$ cat config.mk
export PLATFORM = sky130hd
export DESIGN_NAME = barrett_mu_gen_flat
export DESIGN_NICKNAME = d
export VERILOG_FILES = /design/src/rtl/barrett_mu_gen_if.sv /design/src/rtl/barrett_mu_gen.sv /design/src/flat_wrapper.sv
export SDC_FILE = /design/constraint.sdc
export NUM_CORES = 1
export LEC_CHECK = 0
export ABC_AREA = 1
export CORE_MARGIN = 2
export CORE_UTILIZATION = 40
export DETAILED_ROUTE_END_ITERATION = 8
export GPL_TIMING_DRIVEN = 1
export PLACE_DENSITY = 0.7
export RECOVER_POWER = 100
export SYNTH_ARGS = -nofsm -noshare
export SYNTH_HDL_FRONTEND = slang
export SYNTH_SLANG_ARGS = --single-unit
export TNS_END_PERCENT = 10
$ cat constraint.sdc
create_clock -name clk -period 7 [get_ports clk]
set_clock_uncertainty 0.2 [all_clocks]
set_input_delay 0.7 -clock clk [delete_from_list [all_inputs] [get_ports clk]]
set_output_delay 0.7 -clock clk [all_outputs]
set_load 0.005 [all_outputs]
$ cat src/rtl/barrett_mu_gen_if.sv
// Request/response bundle between a modulus selector and barrett_mu_gen.
// Latency: none (wires only).
// Backpressure: none. start is a request that the generator samples only while idle.
// Ports:
//   start/Q                      request toward the generator
//   busy/done/err/mu_out/q_out   status and result back to the requester
// master modport = requester, slave modport = barrett_mu_gen.
interface barrett_mu_gen_if #(
  parameter int Q_WIDTH  = 23,
  parameter int MU_WIDTH = 47
);
  logic                start;
  logic [Q_WIDTH-1:0]  Q;
  logic                busy;
  logic                done;
  logic                err;
  logic [MU_WIDTH-1:0] mu_out;
  logic [Q_WIDTH-1:0]  q_out;

  modport master (output start, Q, input busy, done, err, mu_out, q_out);
  modport slave  (input start, Q, output busy, done, err, mu_out, q_out);
endinterface

$ cat src/rtl/barrett_mu_gen.sv
// Barrett constant generator: mu = floor(2^K / Q) by restoring division, one quotient bit per clock.
// Latency: done rises K+2 edges after the accepting edge. Q==0 (and a cache hit) takes the accept edge plus one FIN edge.
// Backpressure: start is honoured only in IDLE. A start in DIV/FIN is dropped, not queued.
// Ports:
//   clk, rst  rising-edge clock and asynchronous active-high reset
//   bus       slave side of barrett_mu_gen_if (start/Q in; busy/done/err/mu_out/q_out out)
// Optional feature: define BARRETT_MU_CACHE_EN to reuse the last good mu when the same Q is requested again.
module barrett_mu_gen #(
  parameter int Q_WIDTH  = 23,
  parameter int K        = 2*Q_WIDTH,
  parameter int MU_WIDTH = K+1
) (
  input  logic            clk,
  input  logic            rst,
  barrett_mu_gen_if.slave bus
);
  localparam int CNT_W = $clog2(K+1);

  typedef enum logic [1:0] {ST_IDLE, ST_DIV, ST_FIN} state_t;

  state_t              r_state;
  logic [Q_WIDTH-1:0]  r_q;
  logic [Q_WIDTH-1:0]  r_rem;      // the remainder is always < Q, so Q_WIDTH bits suffice
  logic [MU_WIDTH-1:0] r_quo;
  logic [CNT_W-1:0]    r_cnt;
  logic                r_err_nxt;
  logic                r_busy;
  logic                r_done;
  logic                r_err;
  logic [MU_WIDTH-1:0] r_mu_out;
  logic [Q_WIDTH-1:0]  r_q_out;

  // Only the MSB of the dividend 2^K is set, so the bit shifted in is 1 on the first iteration only.
  logic                w_bit;
  logic [Q_WIDTH:0]    w_t;
  logic [Q_WIDTH:0]    w_diff;
  logic                w_ge;

  assign w_bit  = (r_cnt == CNT_W'(K));
  assign w_t    = {r_rem, w_bit};
  assign w_diff = w_t - {1'b0, r_q};
  // w_t <= 2Q-1, so w_t-Q lies in [-Q, Q-1]. That range fits Q_WIDTH+1 bits signed.
  // The MSB of the difference is therefore the borrow, and one subtractor does both compare and subtract.
  assign w_ge   = ~w_diff[Q_WIDTH];

  logic                w_hit;
  logic [MU_WIDTH-1:0] w_cache_mu;

`ifdef BARRETT_MU_CACHE_EN
  logic                r_cache_vld;
  logic [Q_WIDTH-1:0]  r_cache_q;
  logic [MU_WIDTH-1:0] r_cache_mu;

  assign w_hit      = r_cache_vld && (bus.Q == r_cache_q);
  assign w_cache_mu = r_cache_mu;

  // Capture only successful results. An err completion leaves the cache untouched.
  always_ff @(posedge clk or posedge rst) begin
    if (rst) begin
      r_cache_vld <= 1'b0;
      r_cache_q   <= '0;
      r_cache_mu  <= '0;
    end else if (r_state == ST_FIN && !r_err_nxt) begin
      r_cache_vld <= 1'b1;
      r_cache_q   <= r_q;
      r_cache_mu  <= r_quo;
    end
  end
`else
  assign w_hit      = 1'b0;
  assign w_cache_mu = '0;
`endif

  always_ff @(posedge clk or posedge rst) begin
    if (rst) begin
      r_state   <= ST_IDLE;
      r_q       <= '0;
      r_rem     <= '0;
      r_quo     <= '0;
      r_cnt     <= '0;
      r_err_nxt <= 1'b0;
      r_busy    <= 1'b0;
      r_done    <= 1'b0;
      r_err     <= 1'b0;
      r_mu_out  <= '0;
      r_q_out   <= '0;
    end else begin
      r_done <= 1'b0;
      case (r_state)
        ST_IDLE: begin
          if (bus.start) begin
            r_q <= bus.Q;
            if (bus.Q == '0) begin
              r_err_nxt <= 1'b1;
              r_quo     <= '1;
              r_state   <= ST_FIN;
            end else if (w_hit) begin
              r_err_nxt <= 1'b0;
              r_quo     <= w_cache_mu;
              r_state   <= ST_FIN;
            end else begin
              r_err_nxt <= 1'b0;
              r_rem     <= '0;
              r_quo     <= '0;
              r_cnt     <= CNT_W'(K);
              r_busy    <= 1'b1;
              r_state   <= ST_DIV;
            end
          end
        end
        ST_DIV: begin
          r_rem <= w_ge ? w_diff[Q_WIDTH-1:0] : w_t[Q_WIDTH-1:0];
          r_quo <= {r_quo[MU_WIDTH-2:0], w_ge};
          if (r_cnt == '0) begin
            r_busy  <= 1'b0;
            r_state <= ST_FIN;
          end else begin
            r_cnt <= r_cnt - CNT_W'(1);
          end
        end
        ST_FIN: begin
          // r_quo already holds all-ones on the error path.
          r_mu_out <= r_quo;
          r_q_out  <= r_q;
          r_err    <= r_err_nxt;
          r_done   <= 1'b1;
          r_state  <= ST_IDLE;
        end
        default: r_state <= ST_IDLE;
      endcase
    end
  end

  assign bus.busy   = r_busy;
  assign bus.done   = r_done;
  assign bus.err    = r_err;
  assign bus.mu_out = r_mu_out;
  assign bus.q_out  = r_q_out;
endmodule
$ cat src/flat_wrapper.sv
// flat-port wrapper written by rule: the top's interface ports become plain ports
module barrett_mu_gen_flat 
#(
  parameter int Q_WIDTH  = 23,
  parameter int K        = 2*Q_WIDTH,
  parameter int MU_WIDTH = K+1
)
  (clk, rst, bus_start, bus_Q, bus_busy, bus_done, bus_err, bus_mu_out, bus_q_out);
  barrett_mu_gen_if #(.Q_WIDTH(Q_WIDTH), .MU_WIDTH(MU_WIDTH)) bus_i ();
  input  logic clk;
  input  logic rst;
  input wire logic [$bits(bus_i.start)-1:0] bus_start;
  input wire logic [$bits(bus_i.Q)-1:0] bus_Q;
  output wire logic [$bits(bus_i.busy)-1:0] bus_busy;
  output wire logic [$bits(bus_i.done)-1:0] bus_done;
  output wire logic [$bits(bus_i.err)-1:0] bus_err;
  output wire logic [$bits(bus_i.mu_out)-1:0] bus_mu_out;
  output wire logic [$bits(bus_i.q_out)-1:0] bus_q_out;
  assign bus_i.start = bus_start;
  assign bus_i.Q = bus_Q;
  assign bus_busy = bus_i.busy;
  assign bus_done = bus_i.done;
  assign bus_err = bus_i.err;
  assign bus_mu_out = bus_i.mu_out;
  assign bus_q_out = bus_i.q_out;
  barrett_mu_gen #(.Q_WIDTH(Q_WIDTH), .K(K), .MU_WIDTH(MU_WIDTH)) u_core (.clk(clk), .rst(rst), .bus(bus_i));
endmodule
==> flow_metrics.py <==
metrics = {
    "synthesis": {
        "synth_seq_cells": 175,
        "ys_types": 37,
        "synth-edff-count": 0,
        "avgSynthCellArea_um2": 7.82,
        "postSynth.asyncResetShare": 1.00,
        "syn_nets": 1225,
        "syn_area_um2": 9160,
        "ys.flop_type": "dfrtp_1",
        "ys.warnings.count": 0,
        "synthCells": 1172,
        "ys_seq_area_frac": 0.478,
    },
    "sta": {
        "slew_headroom": -2.12,
        "fin_crit_sh": 0.713,
        "whs_ps": 269,
        "final.min_clock_period_ps": 4990,
        "grt_setup_unrepaired": "no",
        "max_freq_mhz": 200,
        "finalHoldViolCount": 0,
        "worst_pin_slew_ps": 4650,
        "setup-violations-final": 0,
        "setup_tns_ps": 0,
        "drv_slew": 263,
    },
    "worst_setup_path": {
        "rrSetupSlack_ps": 2010,
        "arrival_ps": 5150,
        "required_ps": 7160,
        "end_kind": "flip-flop",
        "critPathLaunchType": "flip-flop",
        "critPathMaxFanout": 65,
        "crit_type": "flip-flop to flip-flop",
    },
    "die": {
        "initial_core_util": 0.406,
        "io_pins": 99,
        "die_height_um": 155,
        "die_area_um2": 24100,
        "die_w_um": 155,
        "design.core.area_um2": 22600,
        "rows": 55,
    },
    "global_routing": {
        "overflow": 0,
        "grtUsageTotal": 0.194,
        "antenna_found_initial": 0,
        "grt_pass1_wl_um": 37500,
        "first_global_vias": 7426,
        "grt_max_degree": 107,
    },
    "route": {
        "vias_per_cell": 4.99,
        "vias": 7738,
        "first_iter_violations": 577,
        "routed_wl_um": 22500,
        "antenna_left": 0,
        "drc_errors": 0,
        "wire_per_inst_um": 14.5,
        "first_pass_iters": 5,
    },
    "layout": {
        "layout.nets": 1306,
        "layout_common_cells": "454 x nand2_1, 175 x dfrtp_1, 157 x inv_1",
        "layout.cells.non_filler": 1551,
        "drive_above_1_share": 0.0695,
        "final_common_cell": "nand2_1",
        "area_growth_pct": 18.9,
        "antenna_cells": 0,
        "fillers": 2228,
        "multiInputGateArea_um2": 3950,
        "regArea_um2": 4380,
    },
    "pwr": {
        "leakagePower_nw": 6.04,
        "power.density_nw_per_um2": 537,
        "vdd_drop_max_v": 0.000237,
    },
    "outcome": {
        "status": "finished with violations",
        "violations": "max-capacitance violations, max-slew violations",
    },
    "clocking": {
        "clock-sinks": 175,
        "postCtsSetupBuffers": 0,
        "ctsResizeCount": 0,
        "clk_path_buf_depth": 2,
        "clk_pin_slew_ps": 70,
        "numCtsBuffers": 17,
        "hold_buffers": 0,
        "root_buffer": "clkbuf_16",
        "h-tree-depth": 4,
        "clock_latency_ps": 430,
        "tritoncts": "done",
    },
    "place": {
        "portBuffers": 98,
        "gp_congestion": 0.910,
        "placed_cells": 1519,
        "dp.final_hpwl_um": 15700,
    },
    "flow_run": {
        "cap_violations": 4,
    },
    "worst_hold_path": {
        "hold_class": "flip-flop to flip-flop",
    },
}
worst max-delay path, stage by stage (launching register included):
cell	delay (ps)
dfrtp_1	590
inv_1	80
nor2_1	280
clkbuf_1	2420
nand2_1	610
nand2_1	490
o21ai_0	140
nand2_1	90
logic make-up (layout without fill, tap and decap cells):
family,Yosys count,count (layout),synth area share
AO/OA/AOI/OAI,124,124,0.0803
XOR/XNOR,12,12,0.0115
adder cells (fa/ha/maj),27,27,0.0377
buffers and inverters,203,297,0.0922
flip-flops,175,175,0.478
AND/OR/NAND/NOR,631,631,0.300
cells in the mapped netlist (3+ instances only):
cell,count,area (µm²)
a21oi_1,31,155
a22oi_1,37,278
buf_1,6,22.5
buf_2,10,50.1
buf_6,4,45.0
clkbuf_1,18,67.6
dfrtp_1,175,4380
ha_1,26,325
inv_1,158,593
inv_2,3,11.3
nand2_1,454,1700
nand2_2,24,150
nand2_4,3,33.8
nand3_1,64,320
nand3_2,9,90.1
nand3b_1,5,37.5
nand4_1,14,87.6
nor2_1,43,161
nor2_4,3,33.8
o21ai_0,53,265
xnor2_1,8,70.1
xor2_1,4,35.0
area by class of cell:
class                      count  share of cell area
sequential                   175               0.402
multi-input combinational    794               0.363
timing repair buffer         104              0.0930
inverter                     161              0.0556
clock buffer                  19              0.0407
tap                          285              0.0327
clock inverter                13              0.0133
final timing paths:
| path | start | endpoint | cells past startpoint |
|---|---|---|---|
| hold / removal | u_core.bus.mu_out[10]$_DFFE_PP0P_ | u_core.bus.mu_out[10]$_DFFE_PP0P_ | 2 |
| min in group asynchronous | rst | u_core.bus.mu_out[12]$_DFFE_PP0P_ | 2 |
| setup / recovery | u_core.r_state[0]$_DFFE_PP0P_ | u_core.r_cnt[5]$_DFFE_PP0P_ | 7 |
| max in group asynchronous | rst | u_core.r_quo[18]$_DFFE_PP0P_ | 3 |
| hold reg to reg | u_core.bus.mu_out[10]$_DFFE_PP0P_ | u_core.bus.mu_out[10]$_DFFE_PP0P_ | 2 |
| setup reg to reg | u_core.r_state[0]$_DFFE_PP0P_ | u_core.r_cnt[5]$_DFFE_PP0P_ | 7 |
layer usage:
metal  GRT usage  wire length, µm  up-vias
li1            -                -     3821
met1       0.281            11000     3626
met3      0.0248             1110       41
met5           0                0        -
met4      0.0782              692        0
met2       0.294             9710      250
power breakdown:
group          internal (W)  switching, W
clock network      0.000516      0.000435
registers           0.00140      0.000280
logic               0.00118       0.00204
total               0.00309       0.00276
metrics by stage:
stage / util / setup slack (ps) / cell area, µm² / power (W)
after detailed placement: 0.458 / 2610 / 10300 / 0.00494
after floorplan: - / 1350 / 9160 / 0.00406
after global routing: 0.482 / 1460 / 10900 / 0.00639
final: 0.482 / 2010 / 10900 / 0.00585
after global placement: 0.458 / 2700 / 10300 / 0.00486
after CTS: 0.484 / 2950 / 10900 / 0.00591
state kept, by name, indices dropped and copies added (netlist names), 2 cells and up:
signal,flops
u_core.r_q,23
u_core.r_state,2
u_core.bus.mu_out,47
u_core.bus.q_out,23
u_core.r_cnt,6
u_core.r_rem,23
u_core.r_quo,47
No activity file was read; power rests on OpenSTA's default activity.
